<file path="src/rtl/i2c_slave_pkg.sv">
// Shared types for the I2C slave responder: FSM states and bus events.
package i2c_slave_pkg;

    typedef enum logic [3:0] {
        ST_IDLE,
        ST_ADDR,
        ST_ADDR_ACK,
        ST_PTR,
        ST_PTR_ACK,
        ST_WDATA,
        ST_WDATA_ACK,
        ST_RDATA,
        ST_RDATA_ACK,
        ST_IGNORE
    } state_t;

    typedef struct packed {
        logic start;
        logic stop;
        logic scl_rise;
        logic scl_fall;
    } bus_evt_t;

endpackage

</file>
<file path="src/rtl/i2c_slave_responder_if.sv">
// Bus-side and register-strobe signals of the I2C slave responder.
interface i2c_slave_responder_if #(
    parameter int unsigned NUM_REGS = 16
);
    localparam int unsigned AW = $clog2(NUM_REGS);

    logic          scl_i;
    logic          sda_i;
    logic          sda_oe_o;
    logic          wr_strb_o;
    logic [AW-1:0] wr_addr_o;
    logic [7:0]    wr_data_o;
    logic          rd_strb_o;
    logic          busy_o;

    modport slave (
        input  scl_i, sda_i,
        output sda_oe_o, wr_strb_o, wr_addr_o, wr_data_o, rd_strb_o, busy_o
    );

    modport master (
        output scl_i, sda_i,
        input  sda_oe_o, wr_strb_o, wr_addr_o, wr_data_o, rd_strb_o, busy_o
    );
endinterface

</file>
<file path="src/rtl/i2c_slave_sync_edge.sv">
// Synchronizes SCL/SDA and derives SCL edges plus START/STOP conditions.
module i2c_slave_sync_edge
    import i2c_slave_pkg::*;
(
    input  logic     clk_i,
    input  logic     rst_n_i,
    input  logic     scl_i,
    input  logic     sda_i,
    output logic     sda_s_o,
    output bus_evt_t evt_o
);
    logic scl_meta_q, scl_sync_q, scl_hist_q;
    logic sda_meta_q, sda_sync_q, sda_hist_q;
    logic scl_meta_d, scl_sync_d, scl_hist_d;
    logic sda_meta_d, sda_sync_d, sda_hist_d;

    // Next values: two-stage synchronizer followed by one history stage.
    always_comb begin
        scl_meta_d = scl_i;
        scl_sync_d = scl_meta_q;
        scl_hist_d = scl_sync_q;
        sda_meta_d = sda_i;
        sda_sync_d = sda_meta_q;
        sda_hist_d = sda_sync_q;
    end

    // Synchronizer and history flops; idle bus level is high.
    always_ff @(posedge clk_i or negedge rst_n_i) begin
        if (!rst_n_i) begin
            scl_meta_q <= 1'b1;
            scl_sync_q <= 1'b1;
            scl_hist_q <= 1'b1;
            sda_meta_q <= 1'b1;
            sda_sync_q <= 1'b1;
            sda_hist_q <= 1'b1;
        end else begin
            scl_meta_q <= scl_meta_d;
            scl_sync_q <= scl_sync_d;
            scl_hist_q <= scl_hist_d;
            sda_meta_q <= sda_meta_d;
            sda_sync_q <= sda_sync_d;
            sda_hist_q <= sda_hist_d;
        end
    end

    // Event decode from synchronized value versus history.
    always_comb begin
        evt_o.scl_rise = scl_sync_q & ~scl_hist_q;
        evt_o.scl_fall = ~scl_sync_q & scl_hist_q;
        evt_o.start    = scl_sync_q & scl_hist_q & sda_hist_q & ~sda_sync_q;
        evt_o.stop     = scl_sync_q & scl_hist_q & ~sda_hist_q & sda_sync_q;
        sda_s_o        = sda_sync_q;
    end
endmodule

</file>
<file path="src/rtl/i2c_slave_responder.sv">
// I2C slave with an internal register file addressed by an auto-incrementing pointer.
module i2c_slave_responder
    import i2c_slave_pkg::*;
#(
    parameter logic [6:0]  SLAVE_ADDR = 7'h22,
    parameter int unsigned NUM_REGS   = 16
)(
    input  logic clk_i,
    input  logic rst_n_i,
    i2c_slave_responder_if.slave bus
);
    localparam int unsigned AW = $clog2(NUM_REGS);

    bus_evt_t evt;
    logic     sda_s;

    state_t        state_q, state_d;
    logic [3:0]    cnt_q, cnt_d;
    logic [7:0]    shreg_q, shreg_d;
    logic [7:0]    tx_q, tx_d;
    logic [AW-1:0] ptr_q, ptr_d;
    logic          ack_q, ack_d;
    logic          sda_oe_q, sda_oe_d;
    logic          wr_strb_q, wr_strb_d;
    logic [AW-1:0] wr_addr_q, wr_addr_d;
    logic [7:0]    wr_data_q, wr_data_d;
    logic          rd_strb_q, rd_strb_d;
    logic          busy_q, busy_d;
    logic [7:0]    regs_q [NUM_REGS];
    logic [7:0]    regs_d [NUM_REGS];
    logic [AW-1:0] ptr_inc;

    i2c_slave_sync_edge u_sync (
        .clk_i   (clk_i),
        .rst_n_i (rst_n_i),
        .scl_i   (bus.scl_i),
        .sda_i   (bus.sda_i),
        .sda_s_o (sda_s),
        .evt_o   (evt)
    );

    assign ptr_inc = ptr_q + 1'b1;

    // Next-state and output logic; STOP beats START beats SCL edges.
    always_comb begin
        state_d   = state_q;
        cnt_d     = cnt_q;
        shreg_d   = shreg_q;
        tx_d      = tx_q;
        ptr_d     = ptr_q;
        ack_d     = ack_q;
        sda_oe_d  = sda_oe_q;
        wr_strb_d = 1'b0;
        wr_addr_d = wr_addr_q;
        wr_data_d = wr_data_q;
        rd_strb_d = 1'b0;
        busy_d    = busy_q;
        regs_d    = regs_q;

        if (evt.stop) begin
            state_d  = ST_IDLE;
            sda_oe_d = 1'b0;
            busy_d   = 1'b0;
        end else if (evt.start) begin
            state_d  = ST_ADDR;
            cnt_d    = '0;
            sda_oe_d = 1'b0;
        end else if (evt.scl_rise) begin
            unique case (state_q)
                ST_ADDR, ST_PTR, ST_WDATA: begin
                    if (cnt_q < 4'd8) begin
                        shreg_d = {shreg_q[6:0], sda_s};
                        cnt_d   = cnt_q + 4'd1;
                    end
                end
                ST_RDATA: begin
                    if (cnt_q < 4'd8) cnt_d = cnt_q + 4'd1;
                end
                ST_RDATA_ACK: ack_d = sda_s;
                default: ;
            endcase
        end else if (evt.scl_fall) begin
            unique case (state_q)
                ST_ADDR: begin
                    if (cnt_q == 4'd8) begin
                        if (shreg_q[7:1] == SLAVE_ADDR) begin
                            state_d  = ST_ADDR_ACK;
                            sda_oe_d = 1'b1;
                            busy_d   = 1'b1;
                        end else begin
                            state_d  = ST_IGNORE;
                            sda_oe_d = 1'b0;
                        end
                    end
                end
                ST_ADDR_ACK: begin
                    cnt_d = '0;
                    if (shreg_q[0]) begin
                        state_d   = ST_RDATA;
                        tx_d      = regs_q[ptr_q];
                        rd_strb_d = 1'b1;
                        sda_oe_d  = ~regs_q[ptr_q][7];
                    end else begin
                        state_d  = ST_PTR;
                        sda_oe_d = 1'b0;
                    end
                end
                ST_PTR: begin
                    if (cnt_q == 4'd8) begin
                        ptr_d    = shreg_q[AW-1:0];
                        sda_oe_d = 1'b1;
                        state_d  = ST_PTR_ACK;
                    end
                end
                ST_PTR_ACK, ST_WDATA_ACK: begin
                    sda_oe_d = 1'b0;
                    cnt_d    = '0;
                    state_d  = ST_WDATA;
                end
                ST_WDATA: begin
                    if (cnt_q == 4'd8) begin
                        regs_d[ptr_q] = shreg_q;
                        wr_strb_d     = 1'b1;
                        wr_addr_d     = ptr_q;
                        wr_data_d     = shreg_q;
                        ptr_d         = ptr_inc;
                        sda_oe_d      = 1'b1;
                        state_d       = ST_WDATA_ACK;
                    end
                end
                ST_RDATA: begin
                    if (cnt_q == 4'd8) begin
                        sda_oe_d = 1'b0;
                        state_d  = ST_RDATA_ACK;
                    end else begin
                        sda_oe_d = ~tx_q[3'd7 - cnt_q[2:0]];
                    end
                end
                ST_RDATA_ACK: begin
                    if (!ack_q) begin
                        ptr_d     = ptr_inc;
                        tx_d      = regs_q[ptr_inc];
                        rd_strb_d = 1'b1;
                        sda_oe_d  = ~regs_q[ptr_inc][7];
                        cnt_d     = '0;
                        state_d   = ST_RDATA;
                    end else begin
                        sda_oe_d = 1'b0;
                        state_d  = ST_IGNORE;
                    end
                end
                default: ;
            endcase
        end
    end

    // State, datapath and register-file flops.
    always_ff @(posedge clk_i or negedge rst_n_i) begin
        if (!rst_n_i) begin
            state_q   <= ST_IDLE;
            cnt_q     <= '0;
            shreg_q   <= '0;
            tx_q      <= '0;
            ptr_q     <= '0;
            ack_q     <= 1'b1;
            sda_oe_q  <= 1'b0;
            wr_strb_q <= 1'b0;
            wr_addr_q <= '0;
            wr_data_q <= '0;
            rd_strb_q <= 1'b0;
            busy_q    <= 1'b0;
            for (int unsigned i = 0; i < NUM_REGS; i++) regs_q[i] <= '0;
        end else begin
            state_q   <= state_d;
            cnt_q     <= cnt_d;
            shreg_q   <= shreg_d;
            tx_q      <= tx_d;
            ptr_q     <= ptr_d;
            ack_q     <= ack_d;
            sda_oe_q  <= sda_oe_d;
            wr_strb_q <= wr_strb_d;
            wr_addr_q <= wr_addr_d;
            wr_data_q <= wr_data_d;
            rd_strb_q <= rd_strb_d;
            busy_q    <= busy_d;
            regs_q    <= regs_d;
        end
    end

    assign bus.sda_oe_o  = sda_oe_q;
    assign bus.wr_strb_o = wr_strb_q;
    assign bus.wr_addr_o = wr_addr_q;
    assign bus.wr_data_o = wr_data_q;
    assign bus.rd_strb_o = rd_strb_q;
    assign bus.busy_o    = busy_q;
endmodule
</file>
<file path="src/flat_wrapper.sv">
// flat-port wrapper written by rule: the top's interface ports become plain ports
module i2c_slave_responder_flat import i2c_slave_pkg::*;
#(
    parameter logic [6:0]  SLAVE_ADDR = 7'h22,
    parameter int unsigned NUM_REGS   = 16
)
  (clk_i, rst_n_i, bus_scl_i, bus_sda_i, bus_sda_oe_o, bus_wr_strb_o, bus_wr_addr_o, bus_wr_data_o, bus_rd_strb_o, bus_busy_o);
  i2c_slave_responder_if #(.NUM_REGS(NUM_REGS)) bus_i ();
  input  logic clk_i;
  input  logic rst_n_i;
  input wire logic [$bits(bus_i.scl_i)-1:0] bus_scl_i;
  input wire logic [$bits(bus_i.sda_i)-1:0] bus_sda_i;
  output wire logic [$bits(bus_i.sda_oe_o)-1:0] bus_sda_oe_o;
  output wire logic [$bits(bus_i.wr_strb_o)-1:0] bus_wr_strb_o;
  output wire logic [$bits(bus_i.wr_addr_o)-1:0] bus_wr_addr_o;
  output wire logic [$bits(bus_i.wr_data_o)-1:0] bus_wr_data_o;
  output wire logic [$bits(bus_i.rd_strb_o)-1:0] bus_rd_strb_o;
  output wire logic [$bits(bus_i.busy_o)-1:0] bus_busy_o;
  assign bus_i.scl_i = bus_scl_i;
  assign bus_i.sda_i = bus_sda_i;
  assign bus_sda_oe_o = bus_i.sda_oe_o;
  assign bus_wr_strb_o = bus_i.wr_strb_o;
  assign bus_wr_addr_o = bus_i.wr_addr_o;
  assign bus_wr_data_o = bus_i.wr_data_o;
  assign bus_rd_strb_o = bus_i.rd_strb_o;
  assign bus_busy_o = bus_i.busy_o;
  i2c_slave_responder #(.SLAVE_ADDR(SLAVE_ADDR), .NUM_REGS(NUM_REGS)) u_core (.clk_i(clk_i), .rst_n_i(rst_n_i), .bus(bus_i));
endmodule
</file>
<file path="config.mk">
export PLATFORM = sky130hd
export DESIGN_NAME = i2c_slave_responder_flat
export DESIGN_NICKNAME = d
export VERILOG_FILES = /design/src/rtl/i2c_slave_pkg.sv /design/src/rtl/i2c_slave_responder_if.sv /design/src/rtl/i2c_slave_sync_edge.sv /design/src/rtl/i2c_slave_responder.sv /design/src/flat_wrapper.sv
export SDC_FILE = /design/constraint.sdc
export NUM_CORES = 1
export LEC_CHECK = 0
export BUFFER_PORTS_ARGS = -buffer_cell sky130_fd_sc_hd__buf_2
export CORE_MARGIN = 2
export CORE_UTILIZATION = 47
export CTS_CLUSTER_SIZE = 14
export DETAILED_ROUTE_END_ITERATION = 10
export PLACE_DENSITY_LB_ADDON = 0.2
export SLEW_MARGIN = 25
export SYNTH_ARGS = -nofsm -noshare
export SYNTH_HDL_FRONTEND = slang
export SYNTH_SLANG_ARGS = --single-unit
</file>
<file path="constraint.sdc">
create_clock -name clk_i -period 3.2 [get_ports clk_i]
set_input_delay 0.48 -clock clk_i [delete_from_list [all_inputs] [get_ports clk_i]]
set_output_delay 0.48 -clock clk_i [all_outputs]
set_load 0.05 [all_outputs]
</file>
==> Word level (Yosys, flattened, before mapping) <==
Index checks and enable logic that the tools add are counted.
{ "classes": {"n_addsub": 3, "n_lt_le_gt_ge": 5, "n_eq_ne": 25, "mux": 68, "n_bitwise": 19, "reduce_logical": 26} }
{ "ops": {"columns": ["op", "n"], "rows": [
  ["128-bit bitwise mux", 1],
  ["4-bit 2-to-1 mux", 19],
  ["8-bit binary-select mux with 4-bit select", 2],
  ["8-bit 2-to-1 mux", 7],
  ["8-bit demux with 4-bit select", 1],
  ["1-bit 2-to-1 mux", 30],
  ["4-bit case mux with 7 select lines", 1],
  ["4-bit by 1-bit != test with 1-bit output, second input constant", 5],
  ["6-bit AND reduction", 3],
  ["4-bit by 3-bit equality test with 1-bit output, second input constant", 4],
  ["8-bit case mux with 2 select lines", 1],
  ["7-bit AND reduction", 2],
  ["4-bit case mux with 3 select lines", 1],
  ["5-bit greater-or-equal comparator, second input constant", 2],
  ["1-bit NOT", 10],
  ["4-bit NOT with 5-bit output", 2],
  ["5-bit AND reduction", 2],
  ["2-bit nonzero test", 5],
  ["3-bit nonzero test", 3],
  ["9-bit nonzero test", 1],
  ["4-bit by 1-bit adder with 4-bit output, second input constant", 2],
  ["4-bit by 2-bit equality test with 1-bit output, second input constant", 2],
  ["4-bit equality test, second input constant", 2],
  ["2-bit by 1-bit != test with 1-bit output, second input constant", 4],
  ["24 further kinds", 34]
]} }
{ "word_totals": {"register_bits": 179, "input_bits": 4, "output_inout_bits": 16, "elab_cells": 180} }

==> Longest topological paths before layout <==
Gate-level depths: netlist of run 1.
{ "logic_depth": {"word_depth": 12, "depth_mapped": 12, "ltp_nobuf": 7} }

==> Hierarchy <==
Synthesis of run 1 repeated with hierarchy kept, for this count alone.
{ "hier_totals": {"hier_cells": 646, "hier_area_um2": 9591.7} }
{ "by_module_without_submodules": {"columns": ["module", "n_inst", "cells_per_inst", "area_each_um2", "seq_area_each_um2"], "rows": [
  ["i2c_slave_responder", 1, 636, 9401.5, 4330.4],
  ["i2c_slave_sync_edge", 1, 10, 190.2, 157.7]
]} }

==> Worst setup path after synthesis of run 1 <==
OpenSTA, ideal clock, no wires.
{ "synth_path": {"kind": "register -> register", "from": "register u_core.ptr_q[0]", "to": "register u_core.sda_oe_q (netlist: u_core.bus.sda_oe_o)", "setup_time_ns": 0.132, "arrival_time_ns": 3.015, "required_ns": 3.068, "path_slack_ns": 0.053, "stages_incl_launch_ff": 11, "path_buffers": 4, "synth_period_minus_slack_ns": 3.147, "path_cell_list": "dfrtp_1 -> buf_2 -> buf_2 -> buf_1 -> inv_1 -> ha_1 -> buf_1 -> mux4_2 -> mux2_2 -> a2111oi_0 -> o41ai_1"} }
{ "synth_between": {"elab_chain_cells": 12, "word_cells_on_any_way": 18, "cone_classes": "add/sub (1); mux (13); bitwise (4)"} }
{ "synth_rtl": {"columns": ["element", "line", "source"], "rows": [
  ["from (decl)", "i2c_slave_responder.sv:21", "logic [AW-1:0] ptr_q, ptr_d;"],
  ["from (signal assigned)", "i2c_slave_responder.sv:178", "ptr_q <= ptr_d;"],
  ["4-bit by 1-bit adder with 4-bit output", "i2c_slave_responder.sv:42", "assign ptr_inc = ptr_q + 1'b1;"],
  ["4-bit NOT with 5-bit output (implied by the code)", "i2c_slave_responder.sv:144", "sda_oe_d = ~regs_q[ptr_inc][7];"],
  ["8-bit binary-select mux with 4-bit select", "i2c_slave_responder.sv:144", null],
  ["8-bit 2-to-1 mux (implied by the code) (2 in a row)", "i2c_slave_responder.sv:144", null],
  ["1-bit NOT", "i2c_slave_responder.sv:144", null],
  ["1-bit 2-to-1 mux", "i2c_slave_responder.sv:140", "if (!ack_q) begin"],
  ["1-bit case mux with 6 select lines (*)", "i2c_slave_responder.sv:83", "unique case (state_q)"],
  ["1-bit 2-to-1 mux (*)", "i2c_slave_responder.sv:82", "end else if (evt.scl_fall) begin"],
  ["1-bit 2-to-1 mux (*)", "i2c_slave_responder.sv:68", "end else if (evt.scl_rise) begin"],
  ["1-bit 2-to-1 mux (*)", "i2c_slave_responder.sv:64", "end else if (evt.start) begin"],
  ["1-bit 2-to-1 mux (*)", "i2c_slave_responder.sv:60", "if (evt.stop) begin"],
  ["to (signal assigned)", "i2c_slave_responder.sv:180", "sda_oe_q <= sda_oe_d;"],
  ["to (decl)", "i2c_slave_responder.sv:23", "logic sda_oe_q, sda_oe_d;"]
]} }
Mark *: on every way between the ends. The rest lies on a longest branch, timed or not. The select of a mux whose other input is x is not followed.
A chain may end at the register's enable or synchronous reset.

==> Worst setup path after layout of run 1 <==
Ends and elaborated chain as after synthesis.

==> results of run 1 <==
==> Yosys cell counts (3+ instances only) <==
cell / number / share of area, %
dfrtp_1: 172 / 45
mux2_2: 157 / 18
mux4_2: 71 / 17
clkbuf_1: 30 / 1.2
nand2_1: 20 / 0.78
a21oi_1: 18 / 0.94
mux2i_1: 18 / 1.9
buf_2: 17 / 0.89
nor2_1: 16 / 0.63
o21ai_0: 13 / 0.68
inv_1: 12 / 0.47
ha_1: 8 / 1.0
a32oi_1: 7 / 0.64
dfstp_2: 7 / 1.9
nand3_2: 6 / 0.63
nand3_4: 6 / 1.1
nor2b_1: 6 / 0.39
nand2b_1: 4 / 0.26
nand3_1: 4 / 0.21
nand4_4: 4 / 0.89
nor3_1: 4 / 0.21
a21o_1: 3 / 0.23
and3_1: 3 / 0.20
buf_1: 3 / 0.12
mux2_1: 3 / 0.35
o22ai_1: 3 / 0.20
o31ai_1: 3 / 0.23
==> area by class of cell <==
class / count / area (um2)
multi-input cells: 417 / 4820
clock buffers: 19 / 443
fillers: 1665 / 9510
inverters: 12 / 45.0
repair buffers: 46 / 329
well taps: 270 / 338
flip-flops and latches: 179 / 4490
clock inverters: 12 / 124
==> registers in the layout (all words and copies together), names as in the netlist <==
signal / cells
u_core.u_sync.sda_hist_q: 1
u_core.regs_q: 128
u_core.bus.wr_addr_o: 4
u_core.u_sync.scl_meta_q: 1
u_core.tx_q: 8
u_core.state_q: 4
u_core.bus.wr_data_o: 8
u_core.u_sync.sda_s_o: 1
u_core.bus.rd_strb_o: 1
u_core.bus.wr_strb_o: 1
u_core.u_sync.scl_hist_q: 1
u_core.bus.busy_o: 1
u_core.ptr_q: 4
u_core.shreg_q: 8
u_core.u_sync.scl_hist_d: 1
u_core.u_sync.sda_meta_q: 1
u_core.bus.sda_oe_o: 1
u_core.cnt_q: 4
u_core.ack_q: 1
==> where the power goes <==
part           internal (mW)  total (mW)  switching [mW]
sequential              2.36        2.67           0.310
combinational          0.725        1.83            1.11
clock                   1.11        2.05           0.941
total                   4.20        6.55            2.36
==> logic make-up (layout without fill, tap and decap cells) <==
group,Yosys count,after routing,synth area share [%]
adders and majority gates,8,8,1.04
DFF,179,179,46.8
AOI/OAI and AO/OA,72,72,5.01
muxes,249,249,37.4
and+or+nand+nor,84,84,6.33
xor gates and xnor gates,4,4,0.366
buffers and inverters,65,89,3.05
==> worst max-delay path by stage <==
stage	end	start	slack (ns)	depth (start not counted)
floorplan	u_core.bus.sda_oe_o	u_core.ptr_q[0]	0.05	10
global placement	u_core.bus.sda_oe_o	u_core.shreg_q[5]	0.46	4
detailed placement	u_core.bus.sda_oe_o	u_core.shreg_q[5]	0.38	4
CTS	u_core.bus.sda_oe_o	u_core.shreg_q[5]	0.37	4
global route	u_core.bus.sda_oe_o	u_core.ptr_q[0]	0.16	6
finish	u_core.bus.sda_oe_o	u_core.ptr_q[0]	0.40	6
==> worst max-delay path: stages, from the launching register on <==
cell and delay (ns):
dfrtp_4 0.59, inv_1 0.10, ha_1 0.47, mux4_2 0.60, mux2_2 0.31, a2111oi_0 0.47
o41ai_1 0.14
==> through the flow <==
step	hold WS (ns)	cell area, um2	total power, mW	cells	utilization (%)
after floorplan	0.184	9580	4.01	661	-
after detailed placement	0.350	10000	4.54	924	49.8
final	0.0899	10600	6.55	955	52.7
after global routing	0.123	10600	6.88	955	52.7
after CTS	0.108	10600	6.58	955	52.6
after global placement	0.350	10000	4.51	924	49.8
==> metal layers <==
| layer | up-vias | part of all wire (%) | global-route usage (%) |
|---|---|---|---|
| met5 | - | 0 | 0 |
| met4 | 0 | 1.4 | 6.31 |
| met1 | 3175 | 46 | 31.1 |
| met3 | 25 | 3.9 | 4.25 |
| li1 | 2564 | - | - |
| met2 | 157 | 49 | 34.8 |
==> qor.txt, run 1 <==
PortBufs -> 19
Vias -> 5921
Final WL -> 22200 um
Layout cells sized above 1 -> 49.2%
Root Driver -> clkbuf_16
Initial DRT Pass Iterations -> 4
Number of distinct library cells after synthesis -> 57
Sequential area share after synthesis -> 46.8%
Drt wl/cell -> 23.3 um
Commonest non-fill, non-tap cell in the layout -> dfrtp_1
# diodes -> 0
Grt ovf -> 0
Starting Density -> 47.7%
DRT iter0 DRCs -> 429
Measured slew at the worst slew-check pin -> 0.794 ns
Layout Skew -> 0.0110 ns
CTS Hold Buffers Added -> 0
Most frequent cells in the layout -> dfrtp_1 (170), mux2_2 (157), mux4_2 (71)
Syn avg cell area -> 14.5 um2
Setup bufs post-CTS -> 0
Worst EP arrival -> 3.10 ns
Pre-CTS setup slack -> 0.385 ns
P_leak -> 4.82 nW
Routed Antenna Nets -> 0
Die Area -> 21600 um2
Max IR drop VDD -> 0.335 mV
Chip Height -> 147 um
Area grow syn2layout -> 10.5%
Post-layout net count -> 685
CP Class -> flip-flop to flip-flop
Max Cap Viol -> 0
Max Freq -> 357 MHz
Later-pin clock latency in the skew report -> 0.43 ns
Initial antenna violation count -> 0
Num ports -> 20
Sink Count -> 179
CTS tree -> built
Largest net degree at the start of global routing -> 76
Final Cycle Share -> 87.5%
Crit path required time -> 3.51 ns
Inserted Clock Buffers -> 17
Die width -> 147 um
Crit path time final -> 2.80 ns
Yosys reg bits -> 179
Terminus of the critical flop-to-flop path -> u_core.bus.sda_oe_o
Core Area -> 20100 um2
Post-Synthesis Cell Area -> 9580 um2
Clock slew seen by the registers of the worst setup and hold paths -> 0.07 ns
First-pass GRT wire length -> 36000 um
Worst rel slew slack -> 47.1%
Async S/R FF share, synth -> 100%
Critical Path Fanout Max -> 17
H-Tree Depth -> 4
Vias per std cell -> 6.20
Clk buf depth -> 2
Synth warn -> 0
Final Hold Vio Count -> 0
Final RePlAce weighted congestion -> 0.851
Setup ws final -> 0.401 ns
Final Max Tran Viols -> 0
Syn Nets -> 673
R2R Path Start -> u_core.ptr_q[0]
Total Routing Usage GR -> 21.9%
Row count -> 52
PostCTS Resize Cnt -> 0
Pwr/cell area -> 619 nW/um2
HPWL Detailed -> 15200 um
Ys flop type -> dfrtp_1
Post-synthesis cell count -> 661
RSZ-0062 raised after global routing -> no
Status -> finished clean
DRC Markers -> 0
R2R Setup Slk -> 0.40 ns
R2R depth -> 6
Hold WC Path Type -> primary input to async pin
Setup TNS Final -> 0 ns
Crit end category -> flip-flop
Final setup viols -> 0
Vias in the first global route -> 6202
EDFF count, synth -> 0
CP startpoint kind -> flip-flop
(Power assumes the default switching activity.)
==> run 2: changes to the inputs <==
--- a/config.mk
+++ b/config.mk
@@ -5,9 +5,10 @@
 export SDC_FILE = /design/constraint.sdc
 export NUM_CORES = 1
 export LEC_CHECK = 0
+export ABC_AREA = 1
 export BUFFER_PORTS_ARGS = -buffer_cell sky130_fd_sc_hd__buf_2
 export CORE_MARGIN = 2
-export CORE_UTILIZATION = 47
+export CORE_UTILIZATION = 55
 export CTS_CLUSTER_SIZE = 14
 export DETAILED_ROUTE_END_ITERATION = 10
 export PLACE_DENSITY_LB_ADDON = 0.2
==> run 2 against run 1 <==
Die area shrank 11%. Clock power grew 5%. Non-clock buffer count shrank 10. Fmax grew 7.0%. Power grew 33%. Register-to-register slack gained 0.18 ns. Synthesized area grew 4.2%. First-iteration DRC count grew 140%. Cell area grew 1.1%. Clock skew grew 0.0037 ns. Via count grew 46%. Critical path type unchanged. Critical endpoint is now u_core.tx_q[2].
==> qor.txt, run 2 <==
P_leak -> 5.02 nW (was 4.82 nW)
Compound-Gate Fraction of Synth Area -> 20.8% (was 5.01%)
Post-Synthesis Cell Area -> 9990 um2 (was 9580 um2)
Async S/R FF share, synth -> 100% (unchanged)
Critical Path Fanout Max -> 30 (was 17)
PostCTS Resize Cnt -> 0 (unchanged)
Measured slew at the worst slew-check pin -> 1.06 ns (was 0.794 ns)
Sink Count -> 179 (unchanged)
Commonest non-fill, non-tap cell in the layout -> nand2_1 (was dfrtp_1)
H-Tree Depth -> 4 (unchanged)
Most used cell, CP -> nand3_1
Area share of the largest cell type after synthesis -> 43.1% (was 44.9%)
Final RePlAce weighted congestion -> 0.918 (was 0.851)
R2R Setup Slk -> 0.59 ns (was 0.40 ns)
Ys flop type -> dfrtp_1 (unchanged)
Grt ovf -> 0 (unchanged)
Final setup viols -> 0 (unchanged)
Hold WC Path Type -> primary input to async pin (unchanged)
Later-pin clock latency in the skew report -> 0.45 ns (was 0.43 ns)
Worst hold margin -> 0.114 ns (was 0.0899 ns)
CP Class -> flip-flop to flip-flop (unchanged)
Layout Skew -> 0.0146 ns (was 0.0110 ns)
Starting Density -> 55.8% (was 47.7%)
Root Driver -> clkbuf_16 (unchanged)
CTS Hold Buffers Added -> 0 (unchanged)
Core Area -> 17900 um2 (was 20100 um2)
Max Cap Viol -> 0 (unchanged)
Clock slew seen by the registers of the worst setup and hold paths -> 0.07 ns (about the same)
Routed wl met2 -> 12200 um (was 10900 um)
Vias in the first global route -> 8024 (was 6202)
DRC Markers -> 0 (unchanged)
Inserted Clock Buffers -> 17 (unchanged)
Final Cycle Share -> 81.7% (was 87.5%)
Worst EP arrival -> 2.99 ns (was 3.10 ns)
Max reg flops -> 128 (unchanged)
XOR/XNOR Fraction of Synth Area -> 0.589% (was 0.366%)
PortBufs -> 19 (unchanged)
Sequential area share after synthesis -> 44.9% (was 46.8%)
Top-count cell post-synth -> nand2_1 (was dfrtp_1)
Num ports -> 20 (unchanged)
Total Routing Usage GR -> 29.3% (was 21.9%)
Max Freq -> 382 MHz (was 357 MHz)
First-pass GRT wire length -> 44700 um (was 36000 um)
Vias per std cell -> 5.83 (was 6.20)
Setup bufs post-CTS -> 0 (unchanged)
Met3 WL -> 1800 um (was 872 um)
Fillers -> 1645 (was 1665)
Row count -> 49 (was 52)
Die Area -> 19300 um2 (was 21600 um2)
Crit end category -> flip-flop (unchanged)
Clk buf depth -> 2 (unchanged)
Max layer used -> met4 (unchanged)
Post-synthesis adder-cell area fraction -> 1.00% (was 1.04%)
Layout cells sized above 1 -> 13.8% (was 49.2%)
# diodes -> 0 (unchanged)
Setup TNS Final -> 0 ns (unchanged)
Post-synthesis cell count -> 1264 (was 661)
Drt wl/cell -> 18.4 um (was 23.3 um)
Initial DRT Pass Iterations -> 6 (was 4)
Final WL -> 27300 um (was 22200 um)
Largest reg by FF count -> u_core.regs_q (unchanged)
Yosys reg bits -> 179 (unchanged)
Routed Antenna Nets -> 0 (unchanged)
Initial antenna violation count -> 0 (unchanged)
Syn Nets -> 1276 (was 673)
Most frequent cells in the layout -> nand2_1 (335), dfrtp_1 (171), nand3_1 (112) (was dfrtp_1 (170), mux2_2 (157), mux4_2 (71))
Ranking of synthesized cells by area -> dfrtp_1 (43%), nand2_1 (13%), nand3_1 (5.6%) (was dfrtp_1 (45%), mux2_2 (18%), mux4_2 (17%))
Max stage delay cell, worst path -> dfrtp_4 (was mux4_2)
HPWL Detailed -> 17700 um (was 15200 um)
Main combinational cell family by area after synthesis -> simple AND/OR/NAND/NOR gates (was multiplexers)
Worst rel slew slack -> 29.1% (was 47.1%)
Status -> finished clean (unchanged)
Synth area leader -> dfrtp_1 (unchanged)
Pwr/cell area -> 812 nW/um2 (was 619 nW/um2)
Worst path max stage delay -> 0.60 ns (about the same)
Crit path required time -> 3.57 ns (was 3.51 ns)
EDFF count, synth -> 0 (unchanged)
Die width -> 139 um (was 147 um)
CP delay by family, top -> buffers and inverters (was multiplexers)
Number of distinct library cells after synthesis -> 37 (was 57)
Chip Height -> 139 um (was 147 um)
Final Max Tran Viols -> 0 (unchanged)
Synth cell count leaders -> nand2_1 (335), dfrtp_1 (172), nand3_1 (112), inv_1 (95) (was dfrtp_1 (172), mux2_2 (157), mux4_2 (71), clkbuf_1 (30), nand2_1 (20))
Final Hold Vio Count -> 0 (unchanged)
Buf/Inv on CP -> 2 (was 1)
Syn avg cell area -> 7.90 um2 (was 14.5 um2)
CTS tree -> built (unchanged)
DRT iter0 DRCs -> 1023 (was 429)
Vias -> 8650 (was 5921)
Largest net degree at the start of global routing -> 139 (was 76)
Area grow syn2layout -> 7.13% (was 10.5%)
RSZ-0062 raised after global routing -> no (unchanged)
Met1 WL -> 12500 um (was 10200 um)
Crit path time final -> 2.61 ns (was 2.80 ns)
Synth warn -> 0 (unchanged)
CP startpoint kind -> flip-flop (unchanged)
Mux share of post-synthesis cell area -> 0% (was 37.4%)
Post-synthesis simple-gate area fraction -> 24.4% (was 6.33%)
Post-layout net count -> 1255 (was 685)
Max IR drop VDD -> 0.723 mV (was 0.335 mV)
Critical path, cell by cell -> clkinv_2 -> ha_1 -> clkinv_1 -> a21oi_1 -> o21ai_0 -> nand3_1 -> nand3_1 -> nand3_1 -> nand3_1 -> nand2_1 (was inv_1 -> ha_1 -> mux4_2 -> mux2_2 -> a2111oi_0 -> o41ai_1)
[run 2: worst paths after layout]
| kind | start | end | cells after the start |
|---|---|---|---|
| worst min register to register | u_core.u_sync.sda_meta_q | u_core.u_sync.sda_s_o | 0 |
| max in group asynchronous | rst_n_i | u_core.regs_q[116] | 2 |
| worst max register to register | u_core.ptr_q[0] | u_core.tx_q[2] | 10 |
| min in group clk_i | bus_scl_i | u_core.u_sync.scl_meta_q | 1 |
| worst min-delay path | rst_n_i | u_core.regs_q[33] | 1 |
| worst max-delay path | u_core.ptr_q[0] | u_core.tx_q[2] | 10 |
[run 2: layout make-up]
cell class	instances	area (um2)	area share [%]
clock buffers	19	453	4.23
clock inverters	12	143	1.33
inverters	105	395	3.69
multi-input cells	904	4680	43.7
flip-flops and latches	179	4490	42.0
well taps	229	287	2.68
repair buffers	36	256	2.40
[run 2: where the power goes]
part	switching (mW)	internal [mW]
combinational	2.87	1.07
sequential	0.203	2.41
clock	0.940	1.21
total	4.02	4.68
[run 2: kinds of logic after synthesis]
family	count (synthesis)
AOI/OAI and AO/OA	353
xor gates and xnor gates	5
adders and majority gates	8
buffers and inverters	181
DFF	179
and+or+nand+nor	538
[run 2: routing by layer]
metal / vias up / track usage (%)
met1: 4091 / 42.6
met4: 0 / 11.2
met5: - / 0
met3: 54 / 4.63
met2: 336 / 44.6
li1: 4169 / -
[run 2: through the flow]
step                total power [mW]  cells  instance area [um2]  util (%)  setup slack (ns)
detailed placement              6.49   1453                10100      56.5             0.686
global placement                6.46   1453                10100      56.5             0.734
global route                    9.21   1484                10700      59.8             0.361
CTS                             8.64   1484                10700      59.8             0.661
finish                          8.69   1484                10700      59.8             0.586
floorplan                       5.34   1264                 9990         -             0.913
